$ cat src/rtl/cpu_bus_frontend_pkg.sv
// cpu_bus_frontend shared types and defaults.
// Wait FSM state encoding and parameter defaults.
package cpu_bus_frontend_pkg;

  typedef enum logic [1:0] {
    IDLE,
    HOLD,
    RELEASE
  } wait_state_t;

  localparam int SYNC_STAGES_DEF  = 2;
  localparam int WAIT_TIMEOUT_DEF = 63;

endpackage

$ cat src/rtl/cpu_bus_frontend_if.sv
// Z80 pin-side bus bundle.
// master = CPU side, slave = frontend.
interface cpu_bus_frontend_if;
  logic        n_m1;
  logic        n_mreq;
  logic        n_iorq;
  logic        n_rd;
  logic        n_wr;
  logic        n_rfsh;
  logic [15:0] a_pin;
  logic [7:0]  d_pin;
  logic        n_wait;

  modport master (
    output n_m1, n_mreq, n_iorq,
    output n_rd, n_wr, n_rfsh,
    output a_pin, d_pin,
    input  n_wait
  );

  modport slave (
    input  n_m1, n_mreq, n_iorq,
    input  n_rd, n_wr, n_rfsh,
    input  a_pin, d_pin,
    output n_wait
  );
endinterface

$ cat src/rtl/cpu_bus_frontend_sync.sv
// bus_sync_bit: per-bit synchroniser with optional glitch filter.
// Macro BUS_GLITCH_FILTER_EN adds a 2-sample agreement filter stage.
module bus_sync_bit #(
  parameter int   SYNC_STAGES = 2,
  parameter logic RESET_VAL   = 1'b0
) (
  input  logic clk28,
  input  logic rst_n,
  input  logic din,
  output logic dout
);

  logic [SYNC_STAGES-1:0] sr;

  // shift chain, sr[0] is the first capture stage
  always_ff @(posedge clk28 or negedge rst_n) begin
    if (!rst_n) sr <= {SYNC_STAGES{RESET_VAL}};
    else        sr <= {sr[SYNC_STAGES-2:0], din};
  end

`ifdef BUS_GLITCH_FILTER_EN
  logic filt;

  // follow the chain only when the last two samples agree
  always_ff @(posedge clk28 or negedge rst_n) begin
    if (!rst_n) filt <= RESET_VAL;
    else if (sr[SYNC_STAGES-1] == sr[SYNC_STAGES-2])
      filt <= sr[SYNC_STAGES-1];
  end

  assign dout = filt;
`else
  assign dout = sr[SYNC_STAGES-1];
`endif

endmodule

$ cat src/rtl/cpu_bus_frontend.sv
// cpu_bus_frontend: Z80 pin synchroniser, edge pulses and /WAIT FSM.
// Optional macro BUS_GLITCH_FILTER_EN filters control strobes.
module cpu_bus_frontend
  import cpu_bus_frontend_pkg::*;
#(
  parameter int SYNC_STAGES  = SYNC_STAGES_DEF,
  parameter int WAIT_TIMEOUT = WAIT_TIMEOUT_DEF
) (
  input  logic              rst_n,
  input  logic              clk28,
  input  logic              ck7,
  cpu_bus_frontend_if.slave bus,
  input  logic              ext_wait_cycle2,
  output logic              m1,
  output logic              mreq,
  output logic              ioreq,
  output logic              rd,
  output logic              wr,
  output logic              rfsh,
  output logic              mreq_fall,
  output logic              mreq_rise,
  output logic              ioreq_fall,
  output logic              ioreq_rise,
  output logic [15:0]       a,
  output logic [7:0]        d,
  output logic              wait_timeout
);

  logic [5:0] pin_act;
  logic [5:0] sync;
  logic       iorq_s;
  logic       mreq_d;
  logic       ioreq_d;
  logic [7:0] cnt;
  logic       cnt_last;
  logic       n_wait;

  wait_state_t state, state_nx;

  assign pin_act = {~bus.n_m1, ~bus.n_mreq, ~bus.n_iorq,
                    ~bus.n_rd, ~bus.n_wr,   ~bus.n_rfsh};

  for (genvar i = 0; i < 6; i++) begin : g_sync
    bus_sync_bit #(
      .SYNC_STAGES (SYNC_STAGES),
      .RESET_VAL   (1'b0)
    ) u_sync (
      .clk28 (clk28),
      .rst_n (rst_n),
      .din   (pin_act[i]),
      .dout  (sync[i])
    );
  end

  assign m1     = sync[5];
  assign mreq   = sync[4];
  assign iorq_s = sync[3];
  assign rd     = sync[2];
  assign wr     = sync[1];
  assign rfsh   = sync[0];

  // interrupt acknowledge (M1+IORQ) is not an I/O cycle
  assign ioreq = iorq_s & ~m1;

  // one-cycle-delayed copies for edge detection
  always_ff @(posedge clk28 or negedge rst_n) begin
    if (!rst_n) begin
      mreq_d  <= 1'b0;
      ioreq_d <= 1'b0;
    end else begin
      mreq_d  <= mreq;
      ioreq_d <= ioreq;
    end
  end

  assign mreq_fall  =  mreq  & ~mreq_d;
  assign mreq_rise  = ~mreq  &  mreq_d;
  assign ioreq_fall =  ioreq & ~ioreq_d;
  assign ioreq_rise = ~ioreq &  ioreq_d;

  // address/data re-sampled every cycle, qualified later by strobes
  always_ff @(posedge clk28 or negedge rst_n) begin
    if (!rst_n) begin
      a <= 16'h0000;
      d <= 8'hFF;
    end else begin
      a <= bus.a_pin;
      d <= bus.d_pin;
    end
  end

  assign cnt_last = (cnt == 8'd1);

  // wait state, timeout counter and sticky timeout flag
  always_ff @(posedge clk28 or negedge rst_n) begin
    if (!rst_n) begin
      state        <= IDLE;
      cnt          <= 8'd0;
      wait_timeout <= 1'b0;
    end else begin
      state <= state_nx;
      if (state == IDLE && state_nx == HOLD)
        cnt <= 8'(WAIT_TIMEOUT);
      else if (state == HOLD)
        cnt <= cnt - 8'd1;
      if (state == HOLD && !ioreq_rise &&
          ext_wait_cycle2 && cnt_last)
        wait_timeout <= 1'b1;
    end
  end

  // next-state decode
  always_comb begin
    state_nx = state;
    unique case (state)
      IDLE:
        if (ioreq_fall && ext_wait_cycle2)
          state_nx = HOLD;
      HOLD:
        if (ioreq_rise)
          state_nx = IDLE;
        else if (!ext_wait_cycle2 || cnt_last)
          state_nx = RELEASE;
      RELEASE:
        if (ioreq_rise || ck7)
          state_nx = IDLE;
      default:
        state_nx = IDLE;
    endcase
  end

  // /WAIT: released on the ck7 phase or at once on abort
  always_comb begin
    n_wait = 1'b1;
    unique case (state)
      HOLD:    n_wait = ioreq_rise;
      RELEASE: n_wait = ioreq_rise | ck7;
      default: n_wait = 1'b1;
    endcase
  end

  assign bus.n_wait = n_wait;

endmodule
$ cat src/flat_wrapper.sv
// flat-port wrapper written by rule: the top's interface ports become plain ports
module cpu_bus_frontend_flat import cpu_bus_frontend_pkg::*;
#(
  parameter int SYNC_STAGES  = SYNC_STAGES_DEF,
  parameter int WAIT_TIMEOUT = WAIT_TIMEOUT_DEF
)
  (rst_n, clk28, ck7, ext_wait_cycle2, m1, mreq, ioreq, rd, wr, rfsh, mreq_fall, mreq_rise, ioreq_fall, ioreq_rise, a, d, wait_timeout, bus_n_m1, bus_n_mreq, bus_n_iorq, bus_n_rd, bus_n_wr, bus_n_rfsh, bus_a_pin, bus_d_pin, bus_n_wait);
  cpu_bus_frontend_if bus_i ();
  input  logic rst_n;
  input  logic clk28;
  input  logic ck7;
  input  logic ext_wait_cycle2;
  output logic m1;
  output logic mreq;
  output logic ioreq;
  output logic rd;
  output logic wr;
  output logic rfsh;
  output logic mreq_fall;
  output logic mreq_rise;
  output logic ioreq_fall;
  output logic ioreq_rise;
  output logic [15:0] a;
  output logic [7:0] d;
  output logic wait_timeout;
  input wire logic [$bits(bus_i.n_m1)-1:0] bus_n_m1;
  input wire logic [$bits(bus_i.n_mreq)-1:0] bus_n_mreq;
  input wire logic [$bits(bus_i.n_iorq)-1:0] bus_n_iorq;
  input wire logic [$bits(bus_i.n_rd)-1:0] bus_n_rd;
  input wire logic [$bits(bus_i.n_wr)-1:0] bus_n_wr;
  input wire logic [$bits(bus_i.n_rfsh)-1:0] bus_n_rfsh;
  input wire logic [$bits(bus_i.a_pin)-1:0] bus_a_pin;
  input wire logic [$bits(bus_i.d_pin)-1:0] bus_d_pin;
  output wire logic [$bits(bus_i.n_wait)-1:0] bus_n_wait;
  assign bus_i.n_m1 = bus_n_m1;
  assign bus_i.n_mreq = bus_n_mreq;
  assign bus_i.n_iorq = bus_n_iorq;
  assign bus_i.n_rd = bus_n_rd;
  assign bus_i.n_wr = bus_n_wr;
  assign bus_i.n_rfsh = bus_n_rfsh;
  assign bus_i.a_pin = bus_a_pin;
  assign bus_i.d_pin = bus_d_pin;
  assign bus_n_wait = bus_i.n_wait;
  cpu_bus_frontend #(.SYNC_STAGES(SYNC_STAGES), .WAIT_TIMEOUT(WAIT_TIMEOUT)) u_core (.rst_n(rst_n), .clk28(clk28), .ck7(ck7), .bus(bus_i), .ext_wait_cycle2(ext_wait_cycle2), .m1(m1), .mreq(mreq), .ioreq(ioreq), .rd(rd), .wr(wr), .rfsh(rfsh), .mreq_fall(mreq_fall), .mreq_rise(mreq_rise), .ioreq_fall(ioreq_fall), .ioreq_rise(ioreq_rise), .a(a), .d(d), .wait_timeout(wait_timeout));
endmodule
$ cat config.mk
export PLATFORM = sky130hd
export DESIGN_NAME = cpu_bus_frontend_flat
export DESIGN_NICKNAME = d
export VERILOG_FILES = /design/src/rtl/cpu_bus_frontend_pkg.sv /design/src/rtl/cpu_bus_frontend_if.sv /design/src/rtl/cpu_bus_frontend_sync.sv /design/src/rtl/cpu_bus_frontend.sv /design/src/flat_wrapper.sv
export SDC_FILE = /design/constraint.sdc
export NUM_CORES = 1
export LEC_CHECK = 0
export BUFFER_PORTS_ARGS = -buffer_cell sky130_fd_sc_hd__buf_2
export CORE_UTILIZATION = 50
export CTS_CLUSTER_SIZE = 10
export DETAILED_ROUTE_END_ITERATION = 8
export PLACE_DENSITY = 0.86
export SYNTH_ARGS = -nofsm -noshare
export SYNTH_HDL_FRONTEND = slang
export SYNTH_SLANG_ARGS = --single-unit
$ cat constraint.sdc
create_clock -name clk28 -period 2.6 [get_ports clk28]
set_input_delay 0.13 -clock clk28 [delete_from_list [all_inputs] [get_ports clk28]]
set_output_delay 0.13 -clock clk28 [all_outputs]
set_load 0.1 [all_outputs]
==> impl_metrics.env <==
export IMPL_hpwl_mm=2.23
export IMPL_yosysTopAreaCell="dfrtp_1"
export IMPL_synth_top_cell_area_share=0.588
export IMPL_die_y_um=61.1
export IMPL_critical_path_max_fanout=11
export IMPL_wl_per_cell_um=13.1
export IMPL_postRouteAntennaNets=0
export IMPL_final_common_cell="buf_2"
export IMPL_fin_skew_ps=5.88
export IMPL_clock_path_buffers=2
export IMPL_grt_pass1_wl_mm=5.51
export IMPL_worst_ep_arrival_time_ps=2100
export IMPL_cap_violations=0
export IMPL_drv_slew=0
export IMPL_hold_viol=0
export IMPL_reg2reg_setup_slack_ps=750
export IMPL_timing_worst_setup_path_type="register to primary output"
export IMPL_grt_usage=0.214
export IMPL_end_kind="primary output"
export IMPL_min_delay_path_depth=2
export IMPL_path_clk_slew_ps=130
export IMPL_cp_cell_sequence="inv_1 > ha_1 > a21oi_1 > o21ai_4 > buf_2"
export IMPL_ys_ff_latch=49
export IMPL_power_density_mw_per_mm2=751
export IMPL_grt_overflow=0
export IMPL_area_delta_synth_final_pct=44.6
export IMPL_holdCritStartpoint="ext_wait_cycle2"
export IMPL_yosysWarnings=0
export IMPL_drc_errors=0
export IMPL_cp_top_family="buffers and inverters"
export IMPL_setup_ws_ps=375
export IMPL_start_util=0.523
export IMPL_gp_congestion=0.764
export IMPL_fmax_mhz=449
export IMPL_cp_num_buf_inv=2
export IMPL_synth_area_leaders="dfrtp_1 (59%), dfstp_2 (12%), ha_1 (4.3%), inv_1 (3.0%), nand2_1 (2.2%)"
export IMPL_rsz0062_at_grt="no"
export IMPL_htreeDepth=2
export IMPL_setup_worst_path_start_class="register"
export IMPL_r2r_start="u_core.state[1]$_DFF_PN0_"
export IMPL_worst_pin_slew_ps=1020
export IMPL_synthCells=123
export IMPL_post_cts_buffers=0
export IMPL_synth_async_reset_ratio=1.00
export IMPL_first_pass_iters=4
export IMPL_antenna_found_initial=0
export IMPL_ys_flop_type="dfrtp_1"
export IMPL_outcome="finished, final reports clean"
export IMPL_ios=70
export IMPL_multi_input_area_um2=463
export IMPL_ff_latch_area_mm2=0.00124
export IMPL_critPathMaxStageDelay_ps=470
export IMPL_tns_ps=0
export IMPL_p_leak_nw=1.23
export IMPL_vias=1249
export IMPL_relSlewSlack=0.323
export IMPL_cts_sinks=49
export IMPL_drive_above_1_share=0.400
export IMPL_fin_nets=269
export IMPL_power_mw=1.90
export IMPL_clk_latency_ps=350
export IMPL_yosysUniqueCellTypes=30
export IMPL_synth_edff_count=0
export IMPL_tritoncts="built"
export IMPL_die_area_mm2=0.00373
export IMPL_fp_coreArea_mm2=0.00334
export IMPL_grt_pass1_vias=1192
export IMPL_syn_area_mm2=0.00175
export IMPL_grt_max_degree=50
export IMPL_min_to="u_core.wait_timeout$_DFFE_PN0P_"
export IMPL_avgSynthCellArea_um2=14.2
export IMPL_insertedDiodeCount=0
export IMPL_place_ws_ps=767
export IMPL_finalCritPeriodShare=0.856
export IMPL_peakVddDrop_mv=0.533
export IMPL_die_w_um=61.1
export IMPL_seq_area_frac_synth=0.708
export IMPL_layout_common_cells="buf_2 (69), dfrtp_1 (41), dlygate4sd3_1 (31)"
export IMPL_rows=21
export IMPL_crit_required_ps=2470
export IMPL_min_period_ps=2230
export IMPL_finalSetupViolCount=0
export IMPL_drt_iter0_markers=33
export IMPL_root_buffer="clkbuf_4"
export IMPL_numCtsBuffers=5
export IMPL_rr_worst_depth=6
export IMPL_wirelength_mm=3.61
export IMPL_io_buffers=69
export IMPL_worst_hold_path_type="input pin to register"
export IMPL_cp_slowest_cell="dfrtp_1"
export IMPL_nFillCells=216
export IMPL_worstReg2RegEnd="u_core.cnt[7]$_DFFE_PN0P_"
export IMPL_avgViaCountPerCell=4.53
export IMPL_syn_num_nets=163
[metal layers]
| metal | up-vias | track usage | share of wire | routed length [um] |
|---|---|---|---|---|
| met4 | 0 | 0.0682 | 0.014 | 52 |
| met3 | 6 | 0.0462 | 0.025 | 91 |
| met5 | - | 0 | 0 | 0 |
| met2 | 27 | 0.398 | 0.59 | 2140 |
| met1 | 607 | 0.246 | 0.37 | 1330 |
| li1 | 609 | - | - | - |
[registers in the layout, summed over array words and instances (netlist names)]
name,cells
u_core.mreq_d,1
u_core.d,8
u_core.ioreq_d,1
u_core.wait_timeout,1
u_core.cnt,8
u_core.state,2
u_core.g_sync.u_sync.sr,12
u_core.a,16
[cells by family (layout without fill, tap and decap cells)]
logic type | after synthesis | in the layout | synth area share
XOR/XNOR | 7 | 7 | 0.0351
AND/OR/NAND/NOR | 33 | 33 | 0.104
flip-flops | 49 | 49 | 0.708
adder cells (fa/ha/maj) | 6 | 6 | 0.0430
buffers and inverters | 15 | 122 | 0.0330
AO/OA/AOI/OAI | 13 | 13 | 0.0767
[worst max-delay path by stage]
stage | end | cells past startpoint | from | slack (ps)
2_1_floorplan | bus_n_wait | 5 | u_core.g_sync[5].u_sync.sr[1]$_DFF_PN0_ | 20
3_3_place_gp | u_core.cnt[7]$_DFFE_PN0P_ | 6 | u_core.state[1]$_DFF_PN0_ | 810
3_5_place_dp | u_core.cnt[7]$_DFFE_PN0P_ | 6 | u_core.state[1]$_DFF_PN0_ | 770
4_1_cts | bus_n_wait | 5 | u_core.state[1]$_DFF_PN0_ | 360
5_1_grt | bus_n_wait | 5 | u_core.state[1]$_DFF_PN0_ | 260
6_report | bus_n_wait | 5 | u_core.state[1]$_DFF_PN0_ | 370
[cells in the mapped netlist, types with 2 or more instances]
cell type	number
o21ai_0	4
nor2_1	4
nand3_1	2
xnor2_1	4
dfstp_2	8
xor2_1	3
nor2b_1	5
and2_1	2
nand2_1	10
ha_1	6
nand2b_1	2
inv_1	14
dfrtp_1	41
nor3_1	2
[final cells by class]
type	count	area share
multi-input cells	59	0.183
inverters	14	0.0223
repair buffers	100	0.260
clock buffers	6	0.0164
flip-flops and latches	49	0.490
clock inverters	2	0.00545
well taps	46	0.0228
[report_power, final]
group	total [mW]	switching, mW	internal (mW)
combinational	0.695	0.490	0.205
sequential	0.866	0.0422	0.823
clock	0.336	0.227	0.109
total	1.90	0.759	1.14
[what timing repair did]
action / CTS / global route
gates resized for setup: 0 / 0
hold buffers: 31 / 0
hold endpoints to repair: 71 / 0
[per-stage QoR]
step / util / area [um^2] / hold WS, ps / cells
after global placement: 0.647 / 2160 / 235 / 237
after detailed placement: 0.647 / 2160 / 236 / 237
after floorplan: - / 1760 / -166 / 123
after global routing: 0.756 / 2520 / 83.2 / 276
final: 0.756 / 2520 / 87.6 / 276
after CTS: 0.756 / 2520 / 76.7 / 276
[worst register-to-register path, cell delays in order, from the launching register on]
cell and delay [ps]:
dfrtp_1 470, inv_1 140, ha_1 390, nor3b_1 350, nand3_1 140, xnor2_1 140, and2_1 150
No activity file was read; power rests on OpenSTA's default activity.
